File: src/rtl/clk_div_prog.sv
// clk_div_prog: programmable integer clock divider with glitch-free divisor updates.
// Divisor changes are staged and applied only at a period boundary.
module clk_div_prog #(
    parameter int WIDTH = 8
) (
    input  logic             clk,
    input  logic             rst,
    input  logic             en,
    input  logic             load_i,
    input  logic [WIDTH-1:0] div_i,
    output logic             clk_o,
    output logic             tick_o,
    output logic [WIDTH-1:0] div_o,
    output logic             pend_o,
    output logic             err_o
);
    localparam logic [WIDTH:0] ONE = (WIDTH+1)'(1);
    logic [WIDTH-1:0] cnt_q, cnt_d, div_cur_q, div_cur_d, div_pend_q, div_pend_d;
    logic             pend_q, pend_d, clk_q, clk_d, tick_q, tick_d, err_q, err_d;
    logic [WIDTH:0]   hi_len, cnt_inc;
    logic             wrap, load_ok;
    always_comb begin
        hi_len     = ({1'b0, div_cur_q} + ONE) >> 1;
        cnt_inc    = {1'b0, cnt_q} + ONE;
        // cnt >= div_cur-1, written as cnt+1 >= div_cur to avoid underflow
        wrap       = en && (cnt_inc >= {1'b0, div_cur_q});
        load_ok    = load_i && (div_i != '0);
        cnt_d      = wrap ? '0 : (en ? cnt_inc[WIDTH-1:0] : cnt_q);
        div_cur_d  = (wrap && pend_q) ? div_pend_q : div_cur_q;
        div_pend_d = load_ok ? div_i : div_pend_q;
        pend_d     = load_ok || (pend_q && !wrap);
        clk_d      = wrap || (en ? (cnt_inc < hi_len) : clk_q);
        tick_d     = wrap;
        err_d      = load_i && (div_i == '0);
    end
    always_ff @(posedge clk or negedge rst) begin
        if (!rst) begin
            cnt_q      <= WIDTH'(3);
            div_cur_q  <= WIDTH'(4);
            div_pend_q <= '0;
            pend_q     <= 1'b0;
            clk_q      <= 1'b0;
            tick_q     <= 1'b0;
            err_q      <= 1'b0;
        end else begin
            cnt_q      <= cnt_d;
            div_cur_q  <= div_cur_d;
            div_pend_q <= div_pend_d;
            pend_q     <= pend_d;
            clk_q      <= clk_d;
            tick_q     <= tick_d;
            err_q      <= err_d;
        end
    end
    assign clk_o  = clk_q;
    assign tick_o = tick_q;
    assign div_o  = div_cur_q;
    assign pend_o = pend_q;
    assign err_o  = err_q;
endmodule

File: config.mk
export PLATFORM = sky130hd
export DESIGN_NAME = clk_div_prog
export DESIGN_NICKNAME = d
export VERILOG_FILES = /design/src/rtl/clk_div_prog.sv
export SDC_FILE = /design/constraint.sdc
export NUM_CORES = 1
export LEC_CHECK = 0
export CAP_MARGIN = 20
export CORE_ASPECT_RATIO = 0.9
export CORE_MARGIN = 2
export CORE_UTILIZATION = 50
export CTS_CLUSTER_SIZE = 25
export DETAILED_ROUTE_END_ITERATION = 7
export DONT_BUFFER_PORTS = 1
export GPL_TIMING_DRIVEN = 0
export SLEW_MARGIN = 10
export SYNTH_ARGS = -nofsm -noshare
export SYNTH_HDL_FRONTEND = slang
export SYNTH_SLANG_ARGS = --single-unit
File: constraint.sdc
create_clock -name clk -period 4.6 [get_ports clk]
set_input_delay 0.69 -clock clk [delete_from_list [all_inputs] [get_ports clk]]
set_output_delay 0.69 -clock clk [all_outputs]
set_load 0.05 [all_outputs]
==> results of run 1 <==
==> final timing paths <==
check                               from       endpoint  slack (ns)  cells past startpoint
hold / removal                       rst          err_o        0.09                      0
max in group asynchronous            rst       cnt_q[0]        4.33                      0
hold reg to reg            div_pend_q[2]  div_pend_q[2]        0.50                      2
setup reg to reg                cnt_q[0]       div_o[1]        1.04                     10
min in group clk           div_pend_q[2]  div_pend_q[2]        0.50                      2
setup / recovery                cnt_q[0]       div_o[1]        1.04                     10
==> final cells by class <==
cell class / instances / share of cell area (%)
multi-input combinational: 129 / 52.9
sequential: 28 / 37.9
tap: 44 / 2.96
clock buffer: 3 / 2.22
inverter: 9 / 1.82
clock inverter: 1 / 1.61
buffer: 3 / 0.605
==> flip-flops by register name, indices dropped and copies added (netlist names) <==
name,flops
clk_o,1
pend_o,1
tick_o,1
div_o,8
div_pend_q,8
err_o,1
cnt_q,8
==> through the flow <==
stage | setup slack, ns | area [µm²]
after floorplan | 1.49 | 1730
after global placement | 1.14 | 1790
after detailed placement | 1.06 | 1790
after CTS | 1.05 | 1860
after global routing | 0.891 | 1860
final | 1.04 | 1860
==> placed cells by master, fill, tap and decap left out, types with 2 or more instances in the layout <==
cell type,Yosys,routed
sky130_fd_sc_hd__o2bb2ai_1,3,3
sky130_fd_sc_hd__inv_1,8,8
sky130_fd_sc_hd__clkbuf_8,0,3
sky130_fd_sc_hd__dfstp_2,3,3
sky130_fd_sc_hd__a21o_1,3,3
sky130_fd_sc_hd__xnor2_1,11,11
sky130_fd_sc_hd__mux2_4,8,8
sky130_fd_sc_hd__nand2_1,32,32
sky130_fd_sc_hd__nand4_1,3,3
sky130_fd_sc_hd__o21ai_0,5,5
sky130_fd_sc_hd__and3_1,2,2
sky130_fd_sc_hd__nor3_1,4,4
sky130_fd_sc_hd__a31oi_1,3,3
sky130_fd_sc_hd__nor4_1,2,2
sky130_fd_sc_hd__a211oi_1,2,2
sky130_fd_sc_hd__a22o_1,3,3
sky130_fd_sc_hd__a21oi_1,2,2
sky130_fd_sc_hd__nor2_1,6,6
sky130_fd_sc_hd__ha_1,17,17
sky130_fd_sc_hd__nand3_1,4,4
sky130_fd_sc_hd__clkbuf_1,3,3
sky130_fd_sc_hd__dfrtp_1,25,25
sky130_fd_sc_hd__nor2b_1,2,2
==> metal layers <==
layer  track usage [%]  vias up  wire length (µm)  part of all wire [%]
met1              27.8      629              1820                    49
met3              4.33        4               121                   3.3
met2              33.3       21              1720                    47
met4              5.25        0                30                  0.81
met5                 0        -                 0                     0
li1                  -      612                 -                     -
==> power by group through the flow <==
| stage | sequential (mW) | combinational [mW] | clock (mW) |
|---|---|---|---|
| after detailed placement | 0.594 | 0.637 | 0 |
| final | 0.588 | 0.633 | 0.197 |
| after global routing | 0.601 | 0.706 | 0.208 |
| after CTS | 0.589 | 0.640 | 0.201 |
| after floorplan | 0.557 | 0.522 | 0 |
| after global placement | 0.588 | 0.598 | 0 |
==> cells by family (layout without fill, tap and decap cells) <==
group | count (synthesis) | count (layout) | synth area share [%]
adder cells (fa/ha/maj) | 17 | 17 | 12.3
buffers and inverters | 12 | 16 | 2.60
XOR/XNOR | 12 | 12 | 6.06
flip-flops | 28 | 28 | 40.6
AND/OR/NAND/NOR | 64 | 64 | 18.0
AO/OA/AOI/OAI | 28 | 28 | 13.5
multiplexers | 8 | 8 | 6.93
==> results.cfg, run 1 <==
[status]
status = finished clean

[synth]
total_of_flip_flops_plus_latches_after_synthesis = 28
post-synth-top-area-fraction_pct = 36.1
synth_most_common_cell = sky130_fd_sc_hd__nand2_1
synth-main-ff-cell = sky130_fd_sc_hd__dfrtp_1
post-synth-top-area-cell = sky130_fd_sc_hd__dfrtp_1
yosys_warnings = 0
async_reset_ff_share_pct = 100
synth_cell_type_count = 40
synthTopCellsByArea = sky130_fd_sc_hd__dfrtp_1 36%, sky130_fd_sc_hd__ha_1 12%, sky130_fd_sc_hd__mux2_4 6.9%
synth_nets = 198
synth-seq-area-share_pct = 40.6
syn-cell-area_mm2 = 0.00173
synth_commonest_cells = 32 x sky130_fd_sc_hd__nand2_1, 25 x sky130_fd_sc_hd__dfrtp_1, 17 x sky130_fd_sc_hd__ha_1
synth.avg_cell_area_um2 = 10.3
synth_edf_count = 0
postSynthCellCount = 169

[clock_tree]
holdBufCountCts = 0
number_of_buffers_created_by_cts = 3
cts_repair_resize_count = 0
clk-insertion-delay-late_ns = 0.28
cts_max_path_buffers = 2
number_of_buffers_inserted_to_repair_setup_after_cts = 0
tritoncts_clock_tree = done
tritoncts_num_sinks = 28
clk_pin_slew_ns = 0.10
clockRootBuffer = sky130_fd_sc_hd__clkbuf_8
htreeDepth = 1

[placement]
gp_congestion = 0.861
port_buffers = 0
dp_hpwl_mm = 2.91
placed_cells_incl_taps = 213

[critical_path]
worst-endpoint-required_ns = 4.78
cpLargestDelayFamily = compound AO/OA/AOI/OAI gates
worst_ep_arrival_time_ns = 3.73
cp_cell_sequence = ha_1 -> nand3_2 -> or2_2 -> xnor2_1 -> ha_1 -> a21o_1 -> a221o_1 -> a41oi_4 -> a21oi_4 -> mux2_4
max_stage_delay_ns = 0.62
crit_top_cell = sky130_fd_sc_hd__ha_1
path_buf_inv = 0
crit_path_max_fanout = 8
setup.worst_path.end_class = register
timing.critical_path.from_type = register
crit_type = reg -> reg
worst_path_max_delay_cell = sky130_fd_sc_hd__dfstp_2

[drt]
avgViaCountPerCell = 5.83
drc = 0
antenna_left = 0
detailedRoute.firstPassIterationCount = 4
detail_route.wirelength_mm = 3.70
wire_per_inst_um = 17.0
drtIter0Drc = 39
vias = 1266

[global_route]
gr-usage-all-layers_pct = 20.4
globalRoute.totalOverflow = 0
grt_antenna_before_repair = 0
grt_max_degree = 29
grt_pass1_vias = 1275
first_pass_grt_wire_length_mm = 6.11

[sta]
tightest_slew_ns = 0.657
unrepaired_setup_endpoints_after_global_routing = no
finClkSkew_ns = 0.00796
timing.max_slew.rel_slack_pct = 56.2
setup_viol = 0
timing_hold_violations_final = 0
finalHoldWorstSlack_ns = 0.0854
setup_total_negative_slack_ns = 0
timing.final.crit_share_pct = 77.3
timing.fmax_mhz = 281
fin_crit_ns = 3.56
maxSlewViolCount = 0

[layout]
layout.cells.non_filler = 217
synthToLayoutAreaGrowth_pct = 7.29
multiInputGateArea_um2 = 985
final.fill_count = 306
finish.utilization_pct = 55.5
finish.net_count = 203
layout-drive-gt1-share_pct = 13.3
ff_latch_area_um2 = 704
n_antenna_cell = 0

[floorplan]
core-area_mm2 = 0.00335
die-area_mm2 = 0.00396
num_io_pins = 24
placementRows = 20
floorplan.initialDensity_pct = 51.7
die-height_um = 59.9
die_w_um = 66.1

[power_and_ir_drop]
power.density_mw_per_mm2 = 762
power.share.clock_pct = 13.9
sequentialPowerShare_pct = 41.5
p_total_mw = 1.42
p_leak_nw = 0.834
combinationalPowerShare_pct = 44.7
power.net_switching_mw = 0.664
power_report.internal_total_mw = 0.753
p_sw_share_pct = 46.9
vdd.ir_drop.worst_v = 0.000347

[job]
maxCapViolCount = 0

[min_path]
hold_class = in -> async
Note: power is estimated with default switching activity, not from simulation.
==> run 2, diff against run 1 <==
- PLACE_DENSITY: unset -> 0.68
- clock period: 4.6 -> 3.2 ns (I/O delays scaled with it)
==> run 2 against run 1 <==
Sequential share of layout area decreased by 2.4 points. Highest routed layer unchanged. Cell area rose by 6.7%. Largest power group unchanged. Routed wire length shrank 2.4%. Cell count up 2.8%.
==> results.cfg, run 2 (synthesis results as in run 1) <==
[layout]
final_cell_mix = 32 x sky130_fd_sc_hd__nand2_1, 25 x sky130_fd_sc_hd__dfrtp_1, 16 x sky130_fd_sc_hd__ha_1
n_antenna_cell = 0
finish.net_count = 209
synthToLayoutAreaGrowth_pct = 14.4
final.fill_count = 291
commonest_non_fill_non_tap_cell_in_the_layout = sky130_fd_sc_hd__nand2_1
multiInputGateArea_mm2 = 0.00104
ff_latch_area_um2 = 704
layout-drive-gt1-share_pct = 19.0

[global_route]
globalRoute.totalOverflow = 0
grt_pass1_vias = 1232
first_pass_grt_wire_length_mm = 6.14
grt_antenna_before_repair = 0
gr-usage-all-layers_pct = 20.5
grt_max_degree = 26

[critical_path]
worst_ep_arrival_time_ns = 3.28
setup.worst_path.end_class = register
worst_path_max_delay_cell = sky130_fd_sc_hd__dfstp_2
timing.critical_path.from_type = register
crit_type = reg -> reg
rrSetupSlack_ns = 0.08
crit_path_max_fanout = 8
critPathLaunch = cnt_q[0]
worst-endpoint-required_ns = 3.36
rr_startpoint = cnt_q[0]
max_stage_delay_ns = 0.59
r2r_cells = 10
cp_cell_sequence = ha_4 -> nand3_4 -> or2_4 -> xnor2_4 -> ha_1 -> a21o_1 -> a221o_1 -> a41oi_4 -> a21oi_4 -> mux2_4

[sta]
fin_crit_ns = 3.12
timing_hold_violations_final = 0
finalHoldWorstSlack_ns = 0.00583
timing.fmax_mhz = 321
timing.final.crit_share_pct = 97.4
finClkSkew_ns = 0.00208
timing.max_slew.rel_slack_pct = 55.3
setup_total_negative_slack_ns = 0
tightest_slew_ns = 0.671
maxSlewViolCount = 0
setup_viol = 0

[clock_tree]
tritoncts_num_sinks = 28
clk_pin_slew_ns = 0.09
clk-insertion-delay-late_ns = 0.27
tritoncts_clock_tree = done
number_of_buffers_created_by_cts = 3
htreeDepth = 1
clockRootBuffer = sky130_fd_sc_hd__clkbuf_8
cts_max_path_buffers = 2

[floorplan]
floorplan.initialDensity_pct = 51.7
die-area_mm2 = 0.00396
die_w_um = 66.1
core-area_mm2 = 0.00335
placementRows = 20
die-height_um = 59.9
num_io_pins = 24

[drt]
detailedRoute.firstPassIterationCount = 5
drtIter0Drc = 51
wire_per_inst_um = 16.2
detail_route.wirelength_mm = 3.61
antenna_left = 0
drc = 0
avgViaCountPerCell = 5.73
vias = 1277

[power_and_ir_drop]
vdd.ir_drop.worst_v = 0.000498
p_leak_nw = 0.893
power.density_mw_per_mm2 = 1070

[status]
status = finished clean

[placement]
gp_congestion = 0.800
port_buffers = 0
dp_hpwl_mm = 2.74

[job]
maxCapViolCount = 0

[min_path]
hold_class = in -> async
-- run 2: cell count changes in the layout (fill, tap and decap cells not counted), sizes merged --
cell	delta
buf	+6
-- run 2: path summary, 6_finish.rpt --
check | to
hold / removal | tick_o
setup / recovery | div_o[3]
max in group asynchronous | pend_o
hold reg to reg | div_pend_q[6]
setup reg to reg | div_o[3]
min in group clk | div_pend_q[1]
-- run 2: what timing repair did --
item                       CTS  global route
setup endpoints to repair   19            15
setup buffers                2             3
resized for setup            3             8
hold endpoints to repair    25             0
hold buffers                 1             0
pin swaps                    1             6
-- run 2: stage by stage --
stage	power [mW]	area, µm²	worst slack, ns	utilization (%)	std cells
final	2.13	1980	0.0830	59.2	223
after CTS	2.08	1910	0.0143	56.9	220
after global routing	2.30	1980	-0.0511	59.2	223
after global placement	1.70	1790	-0.234	53.4	213
after detailed placement	1.76	1790	-0.304	53.4	213
after floorplan	1.55	1730	0.0911	-	169
-- run 2: where the power goes --
part | switching, mW | total, mW | internal (mW)
clock | 0.107 | 0.274 | 0.167
sequential | 0.374 | 0.844 | 0.471
combinational | 0.505 | 1.01 | 0.508
-- run 2: final cells by class --
type	count	share of cell area [%]
buffer	3	0.567
clock buffer	3	2.08
clock inverter	1	1.51
inverter	9	1.70
multi-input combinational	129	52.6
sequential	28	35.5
tap	44	2.77
timing repair buffer	6	3.28
-- run 2: critical path: cells and delay by family (launching register included) --
kind / cells / cell delay, ns
xor gates and xnor gates: 1 / 0.14
and+or+nand+nor: 2 / 0.40
DFF: 1 / 0.59
adders and majority gates: 2 / 0.48
muxes: 1 / 0.32
AOI/OAI and AO/OA: 4 / 1.08
-- run 2: routing by layer --
layer | part of all wire [%] | global-route usage [%] | vias up | routed length (µm)
met2 | 47 | 32.0 | 32 | 1700
li1 | - | - | 628 | -
met4 | 1.0 | 5.83 | 0 | 37
met1 | 48 | 30.5 | 611 | 1730
met5 | 0 | 0 | - | 0
met3 | 3.6 | 2.07 | 6 | 131
==> variant 1, RTL diff (config.mk and constraints of run 1) <==
Reset style: synchronous (`rst`), changed in one clocked block.
--- a/src/rtl/clk_div_prog.sv
+++ b/src/rtl/clk_div_prog.sv
@@ -34,5 +34,5 @@
         err_d      = load_i && (div_i == '0);
     end
-    always_ff @(posedge clk or negedge rst) begin
+    always_ff @(posedge clk) begin
         if (!rst) begin
             cnt_q      <= WIDTH'(3);
Function: differs if rst is asserted again (counterexample within 4 cycles, from zero or initial values and one cycle with rst low); with rst held inactive, the same outputs for 10 cycles.
==> variant 1 against run 1 <==
First-iteration DRC count rose by 23%; clock skew fell by 3.3 ps; worst setup slack improved by 470 ps; worst hold slack improved by 390 ps; global-route usage rose by 0.44 points; sequential cell count did not move; cell area fell by 6.7%; count of clock-buffer cells in the layout rose by 1; synthesized area fell by 5.0%; final cell count rose by 13%; routed wire length fell by 3.0%; critical path type unchanged.
Power is not compared: it rests on default switching activity, and its combinational part moved more than twofold at a synthesized area within 25%.
==> variant 1: results <==
metrics = {
    "hold_path": {
        "hold_class": "flop to flop",
    },
    "drt": {
        "routedWlPerCell_um": 14.57,
        "num_vias": 1377,
        "via_per_inst": 5.598,
        "dr.pass1.iters": 4,
        "drt_iter0_markers": 48,
    },
    "pwr": {
        "switching_power_uw": 265.9,
        "power_leakage_uw": 0.0006775,
    },
    "placement": {
        "hpwl_mm": 2.888,
        "portBuffers": 0,
        "place_area_um2": 1700,
        "finalWeightedCongestion": 0.7663,
        "place_inst": 242,
    },
    "synthesis": {
        "ys.flop_type": "dfxtp_1",
        "synth_area_leaders": "dfxtp_1, ha_1, nand2_1",
        "yosys-top-cells-count": "nand2_1, dfxtp_1, ha_1, a21oi_1, inv_1",
        "yosysUniqueCellTypes": 38,
        "synth_cells": 200,
        "synth-seq-area-share_pct": 34.02,
        "async_flop_share_pct": 0,
        "synthesis.nets": 229,
    },
    "cts": {
        "cts.clk_slew.worst_paths_ps": 140,
        "root_buffer": "clkbuf_4",
        "clock_latency_ps": 320,
        "cts_made_buffers": 3,
        "htreeDepth": 1,
        "post-cts-setup-buffers": 0,
        "cts_buffer_depth": 2,
    },
    "setup_path": {
        "crit_arrival_ps": 3330,
        "r2r_slack_ps": 1520,
        "crit_end": "cnt_q[2]$_SDFFE_PP0P_",
        "max_stage_delay_ps": 480,
        "cp_slowest_cell": "dfxtp_1",
        "crit_start": "cnt_q[0]$_SDFFE_PN1P_",
        "crit_fanout": 10,
    },
    "global_routing": {
        "track_usage_pct": 20.84,
        "grt_start_max_net_pins": 16,
        "first_global_vias": 1297,
        "grt_pass1_wl_mm": 6.127,
    },
    "sta": {
        "fin_skew_ps": 4.702,
        "finalSetupViolations": 0,
        "slew_headroom_pct": 52.09,
    },
    "run_status": {
        "status": "finished clean",
    },
    "final_layout": {
        "drive_above_1_share_pct": 3.922,
        "diodes": 0,
    },
}
## variant 1: cell count changes in the layout (fill, tap and decap cells not counted), sizes merged, moves of 7 or more
cell   delta
mux2i     +7
mux2      -8
dfxtp    +28
dfrtp    -25
nand2    +11
a21oi    +12
## variant 1: per-layer routing
metal	vias to the layer above	wire (um)	global-route usage, %
met5	-	0	0
li1	708	-	-
met1	640	1784	28.79
met3	2	188	5.736
met2	27	1595	33.04
met4	0	16	4.255
## variant 1: how the worst min path moves through the flow
stage / start / end
after CTS: div_pend_q[2]$_SDFFE_PN0P_ / div_pend_q[2]$_SDFFE_PN0P_
after detailed placement: div_pend_q[2]$_SDFFE_PN0P_ / div_pend_q[2]$_SDFFE_PN0P_
after floorplan: div_pend_q[2]$_SDFFE_PN0P_ / div_pend_q[2]$_SDFFE_PN0P_
after global placement: div_pend_q[1]$_SDFFE_PN0P_ / div_pend_q[1]$_SDFFE_PN0P_
after global routing: div_i[6] / div_pend_q[6]$_SDFFE_PN0P_
final: div_pend_q[2]$_SDFFE_PN0P_ / div_pend_q[2]$_SDFFE_PN0P_
## variant 1: final cells by class
type | count | area, um2
Fill cell | 304 | 1354
Multi-Input combinational cell | 151 | 1005
Sequential cell | 28 | 560.5
Tap cell | 42 | 52.55
Inverter | 12 | 45.04
Buffer | 9 | 37.54
Clock buffer | 4 | 36.28
## variant 1: worst register-to-register path: stages, from the launching register on
cell and delay (ps):
dfxtp_1 480, ha_1 320, nand3_1 120, xnor2_1 380, ha_1 340, a21o_1 170
a221o_1 310, a41oi_2 270, buf_4 230, a41oi_1 140, a311oi_2 260
## variant 1: through the flow
stage	setup slack (ps)	hold WS (ps)	utilization [%]
floorplan	1958	436.3	-
global placement	1619	451.9	55.02
detailed placement	1590	450.6	55.02
CTS	1553	469.7	56.19
global route	1341	467.7	56.19
finish	1516	470.4	56.19
## variant 1: power by group through the flow
stage               Sequential [uW]  Combinational, uW  Clock [uW]
floorplan                       332                177           0
global placement                339                215           0
detailed placement              341                222           0
CTS                             335                223         122
global route                    339                247         131
finish                          336                222         118
## variant 1: cells by family (layout without fill, tap and decap cells)
group | after synthesis | after routing | synth area share [%]
AND/OR/NAND/NOR | 79 | 79 | 22.25
adder cells (fa/ha/maj) | 17 | 17 | 12.91
multiplexers | 7 | 7 | 4.252
AO/OA/AOI/OAI | 36 | 36 | 15.19
flip-flops | 28 | 28 | 34.02
buffers and inverters | 21 | 25 | 5.011
XOR/XNOR | 12 | 12 | 6.378
==> variant 2, RTL diff (flow settings as in run 1) <==
Made on the original files. `WIDTH`: 8 -> 12.
--- a/src/rtl/clk_div_prog.sv
+++ b/src/rtl/clk_div_prog.sv
@@ -2,5 +2,5 @@
 // Divisor changes are staged and applied only at a period boundary.
 module clk_div_prog #(
-    parameter int WIDTH = 8
+    parameter int WIDTH = 12
 ) (
     input  logic             clk,
Ports: changed (resized div_i and div_o); port bits go from 24 to 32. The function was not compared with the original's and may differ.
==> variant 2 against run 1 <==
Routed wire length grew 36%; cell area grew 44%; final cell count grew 53%; clock skew is essentially flat; utilization shrank 0.076 points; synthesized area grew 45%; non-clock buffer count grew 5; sequential cell count grew 12; total power grew 28%; synthesized cell count grew 53%; worst setup slack lost 54 ps; highest routed layer unchanged.
==> variant 2: results <==
metrics = {
    "global_routing": {
        "first_global_vias": 1768,
        "track_usage_pct": 19.99,
        "grt_start_max_net_pins": 41,
    },
    "drt": {
        "drt-total-wl_mm": 5.014,
        "wl_met3_um": 190,
        "wl_met1_mm": 2.535,
        "via_per_inst": 5.476,
        "dr_wl_met2_mm": 2.232,
        "drt_iter0_markers": 55,
    },
    "placement": {
        "finalWeightedCongestion": 0.8353,
        "place_inst": 324,
        "post-place-ws_ps": 1006,
        "place_area_um2": 2591,
        "hpwl_mm": 3.915,
    },
    "setup_path": {
        "max_stage_delay_ps": 600,
        "crit_end": "div_o[3]$_DFFE_PN0P_",
        "crit_family": "simple AND/OR/NAND/NOR gates",
        "crit_arrival_ps": 3790,
        "reg2regPathDepth": 12,
        "crit_fanout": 10,
    },
    "sta": {
        "whs_ps": 83.26,
        "fin_skew_ps": 7.487,
        "worstMarginPinSlew_ps": 655.5,
    },
    "synthesis": {
        "synthesis.nets": 300,
        "yosysUniqueCellTypes": 35,
        "synth_area_leaders": "dfrtp_1, ha_1, nand2_1",
        "yosys-top-cells-count": "nand2_1, dfrtp_1, ha_1, inv_1, xnor2_1",
        "synth-seq-area-share_pct": 40.03,
    },
    "final_layout": {
        "nFlopsAndLatches": 40,
        "num-clock-buffers": 5,
        "multi_input_area_um2": 1396,
        "seq_share_pct": 37.51,
        "signal_buffers": 8,
        "stdcell_area_um2": 2679,
        "finalNonFillerCells": 332,
        "clkCellAreaFrac_pct": 3.269,
        "fin_nets": 307,
        "drive_above_1_share_pct": 11.61,
        "fillers": 467,
        "buf_share_pct": 1.401,
    },
    "cts": {
        "htreeDepth": 2,
        "cts.clk_slew.worst_paths_ps": 80,
    },
    "pwr": {
        "power_leakage_uw": 0.001248,
        "peakVddDrop_uv": 279.4,
    },
    "floorplanning": {
        "row_count": 24,
    },
    "run_status": {
        "status": "finished clean",
    },
}
[variant 2: cell count changes after synthesis, moves of 6 or more]
cell     delta
dfrtp_1    +12
xnor2_1     +6
nand2_1    +18
nand3_1     +8
a21oi_1     +7
ha_1        +8
inv_1      +11
[variant 2: cell families after synthesis]
logic type	synth area share, %
AO/OA/AOI/OAI	11.07
buffers and inverters	4.337
XOR/XNOR	6.979
AND/OR/NAND/NOR	16.90
adder cells (fa/ha/maj)	12.46
flip-flops	40.03
multiplexers	8.225
[variant 2: power breakdown]
group / total (uW) / internal (uW) / switching, uW
Sequential: 800 / 457 / 343
Combinational: 782 / 377 / 405
Clock: 230 / 106 / 124
[variant 2: per-layer routing]
layer  vias to the layer above  GRT usage [%]
met4                         0          6.433
met2                        32          30.77
li1                        913              -
met3                         4          3.652
met5                         -              0
met1                       869          28.94
